[src/rtl/vga_timing_pkg.sv]
// vga_timing_pkg
//   Shared types and default 640x480@60 timing for the VGA timing controller.
//   vga_phase_t : per-axis raster region (sync, back porch, active, front porch)
//   DEF_*       : default divider and per-axis region lengths
//   DEF_*_TOTAL : line / frame length derived as the sum of the regions
package vga_timing_pkg;

  typedef enum logic [1:0] {
    SYNC        = 2'd0,
    BACK_PORCH  = 2'd1,
    ACTIVE      = 2'd2,
    FRONT_PORCH = 2'd3
  } vga_phase_t;

  localparam int DEF_CLK_DIV  = 2;

  localparam int DEF_H_SYNC   = 96;
  localparam int DEF_H_BP     = 48;
  localparam int DEF_H_ACTIVE = 640;
  localparam int DEF_H_FP     = 16;

  localparam int DEF_V_SYNC   = 2;
  localparam int DEF_V_BP     = 33;
  localparam int DEF_V_ACTIVE = 480;
  localparam int DEF_V_FP     = 10;

  localparam int DEF_H_TOTAL  = DEF_H_SYNC + DEF_H_BP + DEF_H_ACTIVE + DEF_H_FP;
  localparam int DEF_V_TOTAL  = DEF_V_SYNC + DEF_V_BP + DEF_V_ACTIVE + DEF_V_FP;

endpackage

[src/rtl/vga_timing_if.sv]
// vga_timing_if
//   Raster timing bundle from the timing controller to the pixel generator.
//   hcount/vcount : current pixel position
//   hsync/vsync   : active-low sync pulses for the VGA connector
//   bright        : visible region
//   pix_en        : last system clock of each pixel period
//   frame_start   : one-clock pulse at the end of the last pixel of a frame
//   leds          : LED pattern for the pixel generator
//   Modports: master (controller drives), slave (pixel generator samples).
interface vga_timing_if;

  logic [9:0] hcount;
  logic [9:0] vcount;
  logic       hsync;
  logic       vsync;
  logic       bright;
  logic       pix_en;
  logic       frame_start;
  logic [5:0] leds;

  modport master (
    output hcount, vcount, hsync, vsync, bright, pix_en, frame_start, leds
  );

  modport slave (
    input hcount, vcount, hsync, vsync, bright, pix_en, frame_start, leds
  );

endinterface

[src/rtl/vga_axis_counter.sv]
// vga_axis_counter
//   One raster axis: a position counter that wraps at SYNC+BP+ACTIVE+FP and a
//   phase FSM that tracks which region the count is in.
//   clk_i    system clock
//   rst_i    synchronous active-high reset (count 0, phase SYNC)
//   step_i   advance one position this edge
//   count_o  current position
//   phase_o  current region
//   wrap_o   count is at its last position (next step wraps to 0)
module vga_axis_counter
  import vga_timing_pkg::*;
#(
  parameter int SYNC   = 96,
  parameter int BP     = 48,
  parameter int ACTIVE = 640,
  parameter int FP     = 16
) (
  input  logic       clk_i,
  input  logic       rst_i,
  input  logic       step_i,
  output logic [9:0] count_o,
  output vga_phase_t phase_o,
  output logic       wrap_o
);

  localparam int         TOTAL = SYNC + BP + ACTIVE + FP;
  localparam logic [9:0] LAST  = 10'(TOTAL - 1);
  localparam logic [9:0] B_BP  = 10'(SYNC);
  localparam logic [9:0] B_ACT = 10'(SYNC + BP);
  localparam logic [9:0] B_FP  = 10'(SYNC + BP + ACTIVE);

  logic [9:0] count_q;
  logic [9:0] count_d;
  vga_phase_t phase_q;
  vga_phase_t phase_d;

  // Next position and region, decoded from the count the axis moves onto
  always_comb begin
    count_d = count_q;
    phase_d = phase_q;
    if (step_i) begin
      if (count_q == LAST) begin
        count_d = 10'd0;
        phase_d = vga_timing_pkg::SYNC;
      end else begin
        count_d = count_q + 10'd1;
        case (phase_q)
          vga_timing_pkg::SYNC: begin
            if (count_d == B_BP) phase_d = vga_timing_pkg::BACK_PORCH;
            else                 phase_d = phase_q;
          end
          vga_timing_pkg::BACK_PORCH: begin
            if (count_d == B_ACT) phase_d = vga_timing_pkg::ACTIVE;
            else                  phase_d = phase_q;
          end
          vga_timing_pkg::ACTIVE: begin
            if (count_d == B_FP) phase_d = vga_timing_pkg::FRONT_PORCH;
            else                 phase_d = phase_q;
          end
          vga_timing_pkg::FRONT_PORCH: begin
            // leaving the front porch only happens through the wrap above
            phase_d = phase_q;
          end
          default: begin
            phase_d = vga_timing_pkg::SYNC;
          end
        endcase
      end
    end else begin
      count_d = count_q;
      phase_d = phase_q;
    end
  end

  // Position and region registers
  always_ff @(posedge clk_i) begin
    if (rst_i) begin
      count_q <= 10'd0;
      phase_q <= vga_timing_pkg::SYNC;
    end else begin
      count_q <= count_d;
      phase_q <= phase_d;
    end
  end

  assign count_o = count_q;
  assign phase_o = phase_q;
  assign wrap_o  = (count_q == LAST);

endmodule

[src/rtl/vga_timing_controller.sv]
// vga_timing_controller
//   Free-running 640x480@60 raster timing for the LED-box pixel generator.
//   clk        system clock
//   rst        synchronous active-high reset
//   leds_in_i  raw LED pattern from the switch/counter logic
//   vga_o      timing bundle (vga_timing_if.master): counts, syncs, bright,
//              pix_en, frame_start and the LED copy for the pixel generator
//   Build option VGA_FRAME_LATCH_EN: when defined the LED copy only reloads on
//   frame_start, so a frame never shows two patterns; otherwise it follows
//   leds_in_i with one clock of latency.
module vga_timing_controller
  import vga_timing_pkg::*;
#(
  parameter int CLK_DIV  = DEF_CLK_DIV,
  parameter int H_SYNC   = DEF_H_SYNC,
  parameter int H_BP     = DEF_H_BP,
  parameter int H_ACTIVE = DEF_H_ACTIVE,
  parameter int H_FP     = DEF_H_FP,
  parameter int V_SYNC   = DEF_V_SYNC,
  parameter int V_BP     = DEF_V_BP,
  parameter int V_ACTIVE = DEF_V_ACTIVE,
  parameter int V_FP     = DEF_V_FP
) (
  input  logic         clk,
  input  logic         rst,
  input  logic [5:0]   leds_in_i,
  vga_timing_if.master vga_o
);

  localparam int               DIV_W    = (CLK_DIV > 1) ? $clog2(CLK_DIV) : 1;
  localparam logic [DIV_W-1:0] DIV_LAST = DIV_W'(CLK_DIV - 1);

  logic [DIV_W-1:0] div_cnt_q;
  logic [DIV_W-1:0] div_cnt_d;
  logic [5:0]       leds_q;
  logic [5:0]       leds_d;

  logic             pix_en_s;
  logic             v_step_s;
  logic             frame_start_s;
  logic [9:0]       h_count_s;
  logic [9:0]       v_count_s;
  logic             h_wrap_s;
  logic             v_wrap_s;
  vga_phase_t       h_phase_s;
  vga_phase_t       v_phase_s;

  // Pixel divider next state: count 0..CLK_DIV-1 and wrap
  always_comb begin
    div_cnt_d = div_cnt_q;
    if (div_cnt_q == DIV_LAST) begin
      div_cnt_d = '0;
    end else begin
      div_cnt_d = div_cnt_q + DIV_W'(1);
    end
  end

  // Pixel divider register
  always_ff @(posedge clk) begin
    if (rst) begin
      div_cnt_q <= '0;
    end else begin
      div_cnt_q <= div_cnt_d;
    end
  end

  // With CLK_DIV==1 DIV_LAST is 0, so pix_en stays high including right after reset
  assign pix_en_s = (div_cnt_q == DIV_LAST);
  assign v_step_s = pix_en_s & h_wrap_s;

  vga_axis_counter #(
    .SYNC   (H_SYNC),
    .BP     (H_BP),
    .ACTIVE (H_ACTIVE),
    .FP     (H_FP)
  ) u_h_axis (
    .clk_i   (clk),
    .rst_i   (rst),
    .step_i  (pix_en_s),
    .count_o (h_count_s),
    .phase_o (h_phase_s),
    .wrap_o  (h_wrap_s)
  );

  vga_axis_counter #(
    .SYNC   (V_SYNC),
    .BP     (V_BP),
    .ACTIVE (V_ACTIVE),
    .FP     (V_FP)
  ) u_v_axis (
    .clk_i   (clk),
    .rst_i   (rst),
    .step_i  (v_step_s),
    .count_o (v_count_s),
    .phase_o (v_phase_s),
    .wrap_o  (v_wrap_s)
  );

  assign frame_start_s = pix_en_s & h_wrap_s & v_wrap_s;

  // LED copy next state
  always_comb begin
    leds_d = leds_q;
`ifdef VGA_FRAME_LATCH_EN
    if (frame_start_s) begin
      leds_d = leds_in_i;
    end else begin
      leds_d = leds_q;
    end
`else
    leds_d = leds_in_i;
`endif
  end

  // LED copy register
  always_ff @(posedge clk) begin
    if (rst) begin
      leds_q <= 6'd0;
    end else begin
      leds_q <= leds_d;
    end
  end

  // Decodes come straight from registered state, so they line up with the counts
  assign vga_o.hcount      = h_count_s;
  assign vga_o.vcount      = v_count_s;
  assign vga_o.hsync       = (h_phase_s != SYNC);
  assign vga_o.vsync       = (v_phase_s != SYNC);
  assign vga_o.bright      = (h_phase_s == ACTIVE) & (v_phase_s == ACTIVE);
  assign vga_o.pix_en      = pix_en_s;
  assign vga_o.frame_start = frame_start_s;
  assign vga_o.leds        = leds_q;

endmodule

[src/flat_wrapper.sv]
// flat-port wrapper written by rule: the top's interface ports become plain ports
module vga_timing_controller_flat import vga_timing_pkg::*;
#(
  parameter int CLK_DIV  = DEF_CLK_DIV,
  parameter int H_SYNC   = DEF_H_SYNC,
  parameter int H_BP     = DEF_H_BP,
  parameter int H_ACTIVE = DEF_H_ACTIVE,
  parameter int H_FP     = DEF_H_FP,
  parameter int V_SYNC   = DEF_V_SYNC,
  parameter int V_BP     = DEF_V_BP,
  parameter int V_ACTIVE = DEF_V_ACTIVE,
  parameter int V_FP     = DEF_V_FP
)
  (clk, rst, leds_in_i, vga_o_hcount, vga_o_vcount, vga_o_hsync, vga_o_vsync, vga_o_bright, vga_o_pix_en, vga_o_frame_start, vga_o_leds);
  vga_timing_if vga_o_i ();
  input  logic clk;
  input  logic rst;
  input  logic [5:0] leds_in_i;
  output wire logic [$bits(vga_o_i.hcount)-1:0] vga_o_hcount;
  output wire logic [$bits(vga_o_i.vcount)-1:0] vga_o_vcount;
  output wire logic [$bits(vga_o_i.hsync)-1:0] vga_o_hsync;
  output wire logic [$bits(vga_o_i.vsync)-1:0] vga_o_vsync;
  output wire logic [$bits(vga_o_i.bright)-1:0] vga_o_bright;
  output wire logic [$bits(vga_o_i.pix_en)-1:0] vga_o_pix_en;
  output wire logic [$bits(vga_o_i.frame_start)-1:0] vga_o_frame_start;
  output wire logic [$bits(vga_o_i.leds)-1:0] vga_o_leds;
  assign vga_o_hcount = vga_o_i.hcount;
  assign vga_o_vcount = vga_o_i.vcount;
  assign vga_o_hsync = vga_o_i.hsync;
  assign vga_o_vsync = vga_o_i.vsync;
  assign vga_o_bright = vga_o_i.bright;
  assign vga_o_pix_en = vga_o_i.pix_en;
  assign vga_o_frame_start = vga_o_i.frame_start;
  assign vga_o_leds = vga_o_i.leds;
  vga_timing_controller #(.CLK_DIV(CLK_DIV), .H_SYNC(H_SYNC), .H_BP(H_BP), .H_ACTIVE(H_ACTIVE), .H_FP(H_FP), .V_SYNC(V_SYNC), .V_BP(V_BP), .V_ACTIVE(V_ACTIVE), .V_FP(V_FP)) u_core (.clk(clk), .rst(rst), .leds_in_i(leds_in_i), .vga_o(vga_o_i));
endmodule
[config.mk]
export PLATFORM = sky130hd
export DESIGN_NAME = vga_timing_controller_flat
export DESIGN_NICKNAME = d
export VERILOG_FILES = /design/src/rtl/vga_timing_pkg.sv /design/src/rtl/vga_timing_if.sv /design/src/rtl/vga_axis_counter.sv /design/src/rtl/vga_timing_controller.sv /design/src/flat_wrapper.sv
export SDC_FILE = /design/constraint.sdc
export NUM_CORES = 1
export LEC_CHECK = 0
export BUFFER_PORTS_ARGS = -buffer_cell sky130_fd_sc_hd__buf_2
export CAP_MARGIN = 15
export CORE_ASPECT_RATIO = 1.75
export CORE_MARGIN = 5
export CORE_UTILIZATION = 54
export DETAILED_ROUTE_END_ITERATION = 10
export HOLD_SLACK_MARGIN = 0.05
export PLACE_DENSITY = 0.81
export SETUP_SLACK_MARGIN = 0.15
export SLEW_MARGIN = 20
export SYNTH_ARGS = -nofsm -noshare
export SYNTH_HDL_FRONTEND = slang
export SYNTH_SLANG_ARGS = --single-unit
[constraint.sdc]
create_clock -name clk -period 3 [get_ports clk]
set_input_delay 0.9 -clock clk [delete_from_list [all_inputs] [get_ports clk]]
set_output_delay 0.9 -clock clk [all_outputs]
set_load 0.01 [all_outputs]
Word level (Yosys, flattened, before mapping)
Cells that the tools add are included.
- bits in registers: 31
- input port bits: 8
- output and inout bits: 31
- logic and storage cells: 53
- add/sub/neg operators: 3
- eq/ne operators: 22
- muxes and demuxes: 12
- bitwise logic cells: 3
- reduce and logical (&&, ||, !) cells: 7
- operators with widths (kind ; count):
    $eq 10x10->1 const B ; 4
    $add 10x1->10 const B ; 2
    $mux 10 ; 2
    $ne 3x2->1 const B ; 6
    $mux 2 ; 8
    $pmux 2 s3 ; 2
    $eq 10x2->1 const B ; 1
    $eq 10x6->1 const B ; 1
    $eq 10x7->1 const B ; 1
    $eq 10x8->1 const B ; 1
    $reduce_and 5->1 ; 2
    $eq 2x2->1 const B ; 4
    $eq 2x1->1 const B ; 2
    $logic_not 2->1 ; 2
    $ne 2x1->1 const B ; 2
    $reduce_bool 2->1 ; 2
    $and 1x1->1 ; 3
    $reduce_or 2->1 ; 1
    $add 1x1->1 const B ; 1

Depth between registers and ports, before layout
Gate-level depths: netlist of the first run.
- depth in word-level cells: 5
- depth in mapped cells: 8

Hierarchy
From an unflattened synthesis of the first run, not the netlist that was laid out.
- cells, all modules: 260
- area, all modules: 2130.8 µm²
- by module, submodules not included (module ; times used ; cells each ; area each (µm²) ; sequential area each (µm²)):
    vga_axis_counter (u_core.u_v_axis) ; 1 ; 127 ; 991.0 ; 240.2
    vga_axis_counter (u_core.u_h_axis) ; 1 ; 114 ; 920.9 ; 240.2
    vga_timing_controller ; 1 ; 19 ; 219.0 ; 140.1

Worst setup path before layout of the first run
Ideal clock, no wire load.
- path kind: register to output
- start point: reg u_core.u_h_axis.count_q[0] (netlist: u_core.u_h_axis.count_o[0])
- end point: out vga_o_frame_start
- data arrival time: 1.476 ns
- data required time: 2.100 ns
- slack: 0.624 ns
- cell stages (with the launch flop): 6
- buffers on the path: 0
- cell sequence: dfxtp_1 ha_1 nand2_1 nor4_4 nand2_2 nor2_1
- longest elaborated chain between the ends: 3
- ends and longest elaborated chain (element ; RTL line ; RTL):
    from (decl) ; vga_axis_counter.sv:32 ; logic [9:0] count_q;
    from (signal assigned) ; vga_axis_counter.sv:81 ; count_q <= count_d;
    $eq 10x10->1 ; vga_axis_counter.sv:88 ; assign wrap_o = (count_q == LAST);
    $and 1x1->1 (2 in series) ; vga_timing_controller.sv:99 ; assign frame_start_s = pix_en_s & h_wrap_s & v_wrap_s;
    to (decl) ; flat_wrapper.sv:25 ; output wire logic [$bits(vga_o_i.frame_start)-1:0] vga_o_frame_start;
Every way passes these cells.

Worst setup path in the final report of the first run
Same ends and word-level chain as after synthesis.

==> flow_summary.yaml, run 1 <==
worst_setup_path:
  crit_type: "reg -> out"
  crit_buf_inv: 1
  cp.arrival_ns: 1.82
  crit_required_ns: 2.10
  cp-end-kind: "output port"
  start_kind: "register"
  cp_slowest_cell: "dfxtp_1"
  path_cells: "ha_1 -> nand2_1 -> nor4_4 -> nand2_2 -> nor2_1 -> buf_2"
  path_delay_family: "simple AND/OR/NAND/NOR gates"
  path_max_fanout: 6
  critPathMaxStageDelay_ns: 0.41
grt:
  grt_pass1_vias: 1707
  grt_usage_pct: 20.7
  grt_max_degree: 28
  antenna_found_initial: 0
  gr-total-overflow: 0
  grt_pass1_wl_mm: 7.41
timing:
  slew_headroom_pct: 64.0
  setup-violations-final: 0
  finalSetupTns_ns: 0
  timing.final.crit_share_pct: 90.6
  finalCriticalPeriod_ns: 2.72
  holdWs_ns: 0.528
  slew_violations: 0
  finalHoldViolations: 0
  finClkSkew_ns: 0.0128
  fmax_mhz: 368
  worst_pin_slew_ns: 0.538
  rsz0062_at_grt: "false"
run:
  cap_violations: 0
cells_and_area:
  layout.nets: 290
  synthToLayoutAreaGrowth_pct: 17.8
  diodes: 0
  utilization_pct: 66.5
  drive_gt1_share_pct: 23.0
clock_tree:
  cts_tree: "built"
  clk_path_buf_depth: 2
  cts-resized-gates: 0
  clk_pin_slew_worst_paths_ns: 0.07
  clockRootBuffer: "clkbuf_8"
  cts_htree_levels: 2
  cts.sinks: 31
  cts_buffers: 5
  clk_latency_ns: 0.30
  hold_buffers: 0
logic_synthesis:
  ys_seq_elements: 31
  yosysTopAreaCell: "dfxtp_1"
  synth.area.top_cells: "dfxtp_1 (32%), ha_1 (9.1%), nor2_1 (4.7%), o21ai_0 (4.4%), nor2b_1 (2.9%)"
  synth_nets: 252
  yosysMostFrequentCell: "dfxtp_1"
  synth_cell_type_count: 52
  ys_dominant_reg_cell: "dfxtp_1"
  syn_area_um2: 1920
  synth.top_cells.by_count: "dfxtp_1 (31), nor2_1 (24), o21ai_0 (17), ha_1 (14), nand2_1 (13)"
  ys_seq_area_share_pct: 32.4
  synth_edf_count: 0
  async_reset_ff_share_pct: 0
  synthCells: 230
  postSynthAreaPerCell_um2: 8.33
  synth_top_area_share_pct: 32.4
  synth_warnings: 0
floorplan:
  core_area_um2: 3400
  dieArea_um2: 4890
  start_util_pct: 56.4
  die_w_um: 55.0
  die_y_um: 88.8
  num_rows: 28
  ioPinCount: 39
pwr:
  power_density_nw_per_um2: 398
  leakage_uw: 0.000976
  finalPower_uw: 898
  ir_drop_mv: 0.483
route:
  wire_per_inst_um: 14.3
  via_count: 1829
  dr.pass1.iters: 4
  route.detailed.drc: 0
  viasPerCell: 5.82
  drt-total-wl_mm: 4.51
  drt.antenna.violating_nets: 0
  first_iter_violations: 30
placement:
  io_buffers: 38
  gp_congestion: 0.857
  dp_hpwl_mm: 3.35
worst_hold_path:
  hp-class: "reg -> reg"
outcome:
  outcome: "complete, no violations"
-- path summary, 6_finish.rpt --
| check | startpoint | endpoint | slack (ns) | cells past startpoint |
|---|---|---|---|---|
| worst max-delay path | u_core.u_h_axis.count_o[0] | vga_o_frame_start | 0.28 | 6 |
| worst min-delay path | u_core.u_v_axis.phase_o[1] | u_core.u_v_axis.phase_o[1] | 0.53 | 2 |
| worst max register to register | u_core.u_v_axis.count_o[1] | u_core.u_v_axis.phase_o[0] | 0.58 | 8 |
| worst min register to register | u_core.u_v_axis.phase_o[1] | u_core.u_v_axis.phase_o[1] | 0.53 | 2 |
-- per-layer routing --
layer	part of all wire, %	vias up	track usage [%]	routed length (µm)
met2	54	53	36.6	2460
met4	3.8	0	13.1	169
met3	4.1	15	4.38	185
met1	38	864	20.9	1690
met5	0	-	0	0
li1	-	897	-	-
-- registers in the layout, indices dropped and copies added, names as in the netlist --
signal and flops:
u_core.u_h_axis.count_o 10, u_core.u_v_axis.count_o 10, u_core.vga_o.leds 6, u_core.u_h_axis.phase_o 2
u_core.u_v_axis.phase_o 2, u_core.vga_o.pix_en 1
-- layout by cell type (no fill, tap or decap), types with 3 or more instances in the layout --
master / n
inv_1: 10
a31oi_1: 6
nand3_1: 10
nand3b_1: 4
clkbuf_8: 6
a21oi_1: 7
mux2i_1: 5
buf_2: 38
a22oi_1: 3
nor2_1: 24
o21ai_0: 17
o31ai_1: 3
nor2b_1: 9
buf_4: 4
and2_1: 3
nand2_1: 13
nor3_1: 9
and3_1: 4
nand4_1: 8
xor2_1: 6
dfxtp_1: 31
ha_1: 14
-- timing repair --
item,in CTS,in global routing
setup buffers,1,2
endpoints found under the setup margin,1,1
pin swaps,1,0
-- power by group --
group / switching (µW) / leakage [µW] / total [µW] / internal, µW
Clock: 164 / 0.0000612 / 433 / 269
Combinational: 22.4 / 0.000663 / 39.1 / 16.7
Sequential: 7.20 / 0.000252 / 426 / 419
-- worst min-delay path, stage by stage (launching register included) --
cell      delay (ns)
dfxtp_1         0.34
nand2b_1        0.08
mux2i_1         0.06
-- metrics by stage --
stage                     instances  worst slack [ns]  cell area (µm²)
after floorplan                 230             0.624             1920
after global placement          303             0.525             2120
after detailed placement        303             0.460             2120
after CTS                       312             0.198             2240
after global routing            314             0.153             2260
final                           314             0.282             2260
-- cell families (layout without fill, tap and decap cells) --
family,Yosys count,after routing,share of synthesized area [%]
fa+ha+maj,14,14,9.14
flops,31,31,32.4
xor+xnor,7,7,3.20
simple gates,103,103,30.5
buf+inv,21,60,4.70
compound gates,47,47,16.1
mux,7,7,3.98
-- final cells by class --
type | instances | area (µm²)
Inverter | 10 | 37.5
Multi-Input combinational cell | 178 | 1210
Fill cell | 328 | 1140
Clock buffer | 6 | 82.6
Clock inverter | 2 | 35.0
Sequential cell | 31 | 621
Tap cell | 45 | 56.3
Timing Repair Buffer | 42 | 220
No activity file was read; power rests on OpenSTA's default activity.
==> run 2: changes to the inputs <==
Settings changed: ABC_AREA from default to 1, CORE_UTILIZATION 54 to 55.
==> run 2 against run 1 <==
Net effect:
- area after synthesis is 7.1% higher
- clock skew down 0.0020 ns
- flip-flop and latch count is the same
- cell count increased by 32%
- clock power fell by 23%
- sequential power hardly changed
- highest routed layer unchanged
- die area rose by 4.4%
- first-iteration DRC count grew to 2.7 times the previous value
==> flow_summary.yaml, run 2 <==
worst_setup_path:
  path_cells: "ha_2 -> nand2_2 -> nor2_4 -> nand4_2 -> nor2_4 -> inv_2 -> nor2_1 -> buf_2"
  crit_end: "vga_o_frame_start"
  timing.rr.start: "u_core.u_v_axis.count_o[0]"
  path_delay_family: "simple AND/OR/NAND/NOR gates"
  critPathMaxStageDelay_ns: 0.38
  path_max_fanout: 14
  critical_path.most_common_cell: "nor2_4"
  cp_slowest_cell: "dfxtp_2"
  start_kind: "register"
  cp.arrival_ns: 1.82
  crit_type: "reg -> out"
  rr_worst_depth: 14
  crit_start: "u_core.u_h_axis.count_o[0]"
  cp-end-kind: "output port"
  crit_cells: 8
  crit_required_ns: 2.10
  reg2reg_slack_ns: 0.93
  r2r-end: "u_core.u_v_axis.phase_o[1]"
  crit_buf_inv: 2
logic_synthesis:
  synth_warnings: 0
  synth_mux_area_share_pct: 0
  postSynthAreaPerCell_um2: 6.28
  ys_seq_elements: 31
  synth.top_cells.by_count: "nand2_1 (97), inv_1 (50), nor2_1 (43), nand3_1 (33), dfxtp_1 (31)"
  synth_edf_count: 0
  async_reset_ff_share_pct: 0
  synthSimpleGateAreaFrac_pct: 42.0
  yosysTopAreaCell: "dfxtp_1"
  ys_seq_area_share_pct: 30.2
  synth_top_area_share_pct: 30.2
  ys_dominant_reg_cell: "dfxtp_1"
  synth_fa_ha_area_share_pct: 8.53
  synth.area.top_cells: "dfxtp_1 (30%), nand2_1 (18%), inv_1 (9.1%), ha_1 (8.5%), nand3_1 (8.0%)"
  synth_nets: 349
  synth_compound_area_share_pct: 8.65
  synth_top_family_by_area: "simple AND/OR/NAND/NOR gates"
  yosysMostFrequentCell: "nand2_1"
  synth_cell_type_count: 29
  synthCells: 327
  synth_xor_area_share_pct: 0.427
  syn_area_um2: 2050
run:
  cap_violations: 0
clock_tree:
  clk_path_buf_depth: 2
  cts_htree_levels: 2
  clockRootBuffer: "clkbuf_8"
  clk_pin_slew_worst_paths_ns: 0.06
  cts_tree: "built"
  cts_buffers: 5
  cts.sinks: 31
  hold_buffers: 0
  clk_latency_ns: 0.28
pwr:
  finalPower_uw: 797
  ir_drop_mv: 0.375
  power_density_nw_per_um2: 334
  leakage_uw: 0.00111
timing:
  worst_pin_slew_ns: 0.377
  setup-violations-final: 0
  finalCriticalPeriod_ns: 2.72
  slew_violations: 0
  timing.final.crit_share_pct: 90.7
  finClkSkew_ns: 0.0108
  finalHoldViolations: 0
  fmax_mhz: 367
  rsz0062_at_grt: "false"
  slew_headroom_pct: 74.9
  finalSetupTns_ns: 0
grt:
  antenna_found_initial: 0
  grt_usage_pct: 22.1
  grt_pass1_vias: 2118
  grt_pass1_wl_mm: 8.97
  grt_max_degree: 21
  gr-total-overflow: 0
placement:
  placed_cells: 407
  gp_congestion: 0.942
  io_buffers: 38
  dp_hpwl_mm: 4.04
  placed_area_um2: 2280
cells_and_area:
  final_cell_mix: "nand2_1 (97), inv_1 (50), nor2_1 (43)"
  fillers: 356
  multi_input_area_um2: 1230
  synthToLayoutAreaGrowth_pct: 16.3
  layout.area.seq_um2: 623
  fin_area_um2: 2390
  drive_gt1_share_pct: 17.6
  utilization_pct: 65.8
  layout_commonest_cell: "nand2_1"
  fin_cells: 415
  diodes: 0
  layout.nets: 391
floorplan:
  core_area_um2: 3630
  start_util_pct: 56.6
  num_rows: 29
  dieArea_um2: 5100
  die_w_um: 56.2
  ioPinCount: 39
  die_y_um: 90.8
outcome:
  outcome: "complete, no violations"
route:
  route.detailed.drc: 0
  drt.antenna.violating_nets: 0
  via_count: 2188
  wire_per_inst_um: 12.6
  first_iter_violations: 80
  dr.pass1.iters: 4
  viasPerCell: 5.27
  drt-total-wl_mm: 5.22
worst_hold_path:
  hp-class: "reg -> reg"
==> run 2: per-stage QoR <==
step,hold WS (ns),setup slack (ns)
6_report,0.518,0.279
5_1_grt,0.557,0.171
4_1_cts,0.526,0.161
3_5_place_dp,0.516,0.403
3_3_place_gp,0.496,0.435
2_1_floorplan,0.489,0.449
==> run 2: worst min-delay path by stage <==
stage,slack [ns],start,depth (start not counted),endpoint
6_report,0.52,u_core.u_v_axis.count_o[8],2,u_core.u_v_axis.count_o[8]
5_1_grt,0.56,u_core.u_v_axis.count_o[8],2,u_core.u_v_axis.count_o[8]
4_1_cts,0.53,u_core.u_v_axis.count_o[8],2,u_core.u_v_axis.count_o[8]
3_5_place_dp,0.52,u_core.u_v_axis.count_o[8],2,u_core.u_v_axis.count_o[8]
3_3_place_gp,0.50,u_core.u_v_axis.count_o[8],2,u_core.u_v_axis.count_o[8]
2_1_floorplan,0.49,u_core.u_h_axis.phase_o[1],2,u_core.u_h_axis.phase_o[1]
==> run 2: logic make-up (layout without fill, tap and decap cells) <==
kind of cell / after synthesis / count (layout)
AO/OA/AOI/OAI: 30 / 30
flip-flops: 31 / 31
adder cells (fa/ha/maj): 14 / 14
XOR/XNOR: 1 / 1
buffers and inverters: 55 / 97
AND/OR/NAND/NOR: 196 / 196
==> run 2: power breakdown <==
group | leakage, µW | total [µW] | internal, µW | switching, µW
Sequential | 0.000253 | 426 | 419 | 6.40
Clock | 0.0000470 | 333 | 180 | 153
Combinational | 0.000809 | 38.5 | 13.5 | 25.0
Total | 0.00111 | 797 | 613 | 185
==> run 2: final cells by class <==
type | instances | share of cell area (%)
clock buffer | 6 | 3.46
clock inverter | 1 | 0.210
inverter | 51 | 8.01
multi-input combinational | 241 | 51.5
sequential | 31 | 26.1
tap | 46 | 2.41
timing repair buffer | 39 | 8.28
==> run 2: per-layer routing <==
layer,vias up,share of wire [%],global-route usage (%)
li1,1114,-,-
met1,977,36,21.4
met2,71,54,40.2
met3,26,4.6,4.72
met4,0,5.2,14.9
met5,-,0,0
==> run 2: worst register-to-register path, delay by kind of cell, from the launching register on <==
kind                     cells  cell delay [ns]
flip-flops                   1             0.45
AND/OR/NAND/NOR             12             1.13
AO/OA/AOI/OAI                1             0.11
adder cells (fa/ha/maj)      1             0.27
==> run 2: timing repair <==
item | 4_1_cts | 5_1_grt
pin swaps | 1 | 0
endpoints found under the setup margin | 1 | 1
gates resized for setup | 0 | 4
setup buffers | 1 | 0
==> run 3: changes to the inputs <==
Settings changed: SYNTH_HIERARCHICAL from default to 1.
==> run 3 against run 2 <==
Net effect:
- first-iteration DRC count fell by 18%
- utilization rose by 0.63 points
- setup slack improved by 0.13 ns
- cell area barely moved
- cell count fell by 0.96%
- critical path depth did not move
- largest cell class unchanged
- area after synthesis fell by 1.4%
- flip-flop and latch count did not move
- critical path type unchanged
- routed wire length fell by 2.3%
- global-route usage fell by 1.0 points
- highest routed layer unchanged
- combinational power barely moved
==> flow_summary.yaml, run 3 <==
clock_tree:
  cts_buffers: 5
  post-cts-setup-buffers: 0
  cts_tree: "built"
  clk_path_buf_depth: 2
  clk_pin_slew_worst_paths_ns: 0.06
  clk_latency_ns: 0.28
  clockRootBuffer: "clkbuf_8"
  cts_htree_levels: 2
  cts.sinks: 31
  cts-resized-gates: 0
  hold_buffers: 0
logic_synthesis:
  syn_area_um2: 2020
  synth_warnings: 6
  synth_top_area_share_pct: 30.7
  synth_cell_type_count: 27
  postSynthAreaPerCell_um2: 6.29
  synth.area.top_cells: "dfxtp_1 (31%), nand2_1 (18%), inv_1 (9.6%), ha_1 (8.7%), nor2_1 (6.7%)"
  synth.top_cells.by_count: "nand2_1 (97), inv_1 (52), nor2_1 (36), dfxtp_1 (31), nand3_1 (24)"
  yosysTopAreaCell: "dfxtp_1"
  synth_nets: 344
  yosysMostFrequentCell: "nand2_1"
  async_reset_ff_share_pct: 0
  ys_dominant_reg_cell: "dfxtp_1"
  ys_seq_area_share_pct: 30.7
  synth_edf_count: 0
  synthCells: 322
  ys_seq_elements: 31
placement:
  gp_congestion: 0.960
  io_buffers: 38
  placed_area_um2: 2260
  dp_slack_ns: 0.581
  dp_hpwl_mm: 3.93
  placed_cells: 403
timing:
  timing.final.ws_setup_ns: 0.404
  setup-violations-final: 0
  finalHoldViolations: 0
  slew_headroom_pct: 69.5
  finClkSkew_ns: 0.00290
  rsz0062_at_grt: "false"
  timing.final.crit_share_pct: 86.5
  finalCriticalPeriod_ns: 2.60
  worst_pin_slew_ns: 0.456
  fmax_mhz: 385
  slew_violations: 0
  finalSetupTns_ns: 0
cells_and_area:
  synthToLayoutAreaGrowth_pct: 17.9
  drive_gt1_share_pct: 20.3
  fin_cells: 411
  fin_area_um2: 2390
  final_cell_mix: "nand2_1 (97), inv_1 (52), buf_2 (38)"
  layout_commonest_cell: "nand2_1"
  utilization_pct: 66.5
  diodes: 0
  layout.nets: 386
route:
  via_count: 2047
  dr.pass1.iters: 6
  drt-total-wl_mm: 5.10
  viasPerCell: 4.98
  drt.antenna.violating_nets: 0
  route.detailed.drc: 0
  first_iter_violations: 66
  wire_per_inst_um: 12.4
floorplan:
  start_util_pct: 56.4
  die_y_um: 90.3
  core_area_um2: 3590
  dieArea_um2: 5040
  num_rows: 29
  ioPinCount: 39
  die_w_um: 55.9
grt:
  grt_usage_pct: 21.0
  grt_pass1_vias: 1972
  antenna_found_initial: 0
  gr-total-overflow: 0
  grt_max_degree: 23
  grt_pass1_wl_mm: 8.52
worst_setup_path:
  cp.arrival_ns: 1.70
  cp-end-kind: "output port"
  path_max_fanout: 5
  crit_required_ns: 2.10
  crit_type: "reg -> out"
  start_kind: "register"
outcome:
  outcome: "complete, no violations"
run:
  cap_violations: 0
pwr:
  ir_drop_mv: 0.551
  power_density_nw_per_um2: 371
  leakage_uw: 0.00112
worst_hold_path:
  hp-class: "reg -> reg"
-- run 3: logic make-up (layout without fill, tap and decap cells) --
logic type	count (synthesis)	in the layout	synth area share (%)
xor gates and xnor gates	1	1	0.433
DFF	31	31	30.7
and+or+nand+nor	189	189	41.7
buffers and inverters	58	101	10.8
adders and majority gates	14	14	8.65
AOI/OAI and AO/OA	29	29	7.73
-- run 3: per-stage QoR --
| stage | hold slack [ns] | power [µW] |
|---|---|---|
| after floorplan | 0.462 | 454 |
| after global placement | 0.496 | 473 |
| after detailed placement | 0.507 | 474 |
| after CTS | 0.519 | 893 |
| after global routing | 0.535 | 916 |
| final | 0.485 | 885 |
-- run 3: cell type report --
class	instances	area (µm²)
fillers	335	1200
clock inverters	2	35.0
multi-input cells	233	1190
repair buffers	39	198
flip-flops and latches	31	622
clock buffers	6	82.6
inverters	54	203
well taps	46	57.6
-- run 3: worst paths after layout --
check,start,end,slack (ns),cells after the start
setup / recovery,u_core/u_h_axis/count_o[1],vga_o_frame_start,0.40,8
hold / removal,u_core/u_h_axis/count_o[0],u_core/u_h_axis/count_o[0],0.49,1
setup reg to reg,u_core/u_h_axis/count_o[1],u_core/u_v_axis/count_o[2],0.60,12
hold reg to reg,u_core/u_h_axis/count_o[0],u_core/u_h_axis/count_o[0],0.49,1
-- run 3: where the power goes --
group	leakage [µW]	internal, µW	total, µW	switching [µW]
sequential	0.000252	419	426	6.85
clock	0.0000612	268	421	152
combinational	0.000809	13.9	38.8	24.9
total	0.00112	701	885	184
-- run 3: critical path, stage by stage (launching register included) --
cell     delay, ns
dfxtp_1       0.39
ha_1          0.20
nand2_1       0.11
nor2_2        0.15
inv_1         0.06
nor2_2        0.16
nand2_1       0.10
nor2_1        0.12
buf_2         0.14
-- run 3: routing by layer --
layer  vias to the layer above  routed length, µm  track usage [%]
met3                        14                113             2.00
met4                         0                170             11.7
met5                         -                  0                0
li1                       1076                  -                -
met2                        46               2930             43.1
met1                       911               1890             19.0
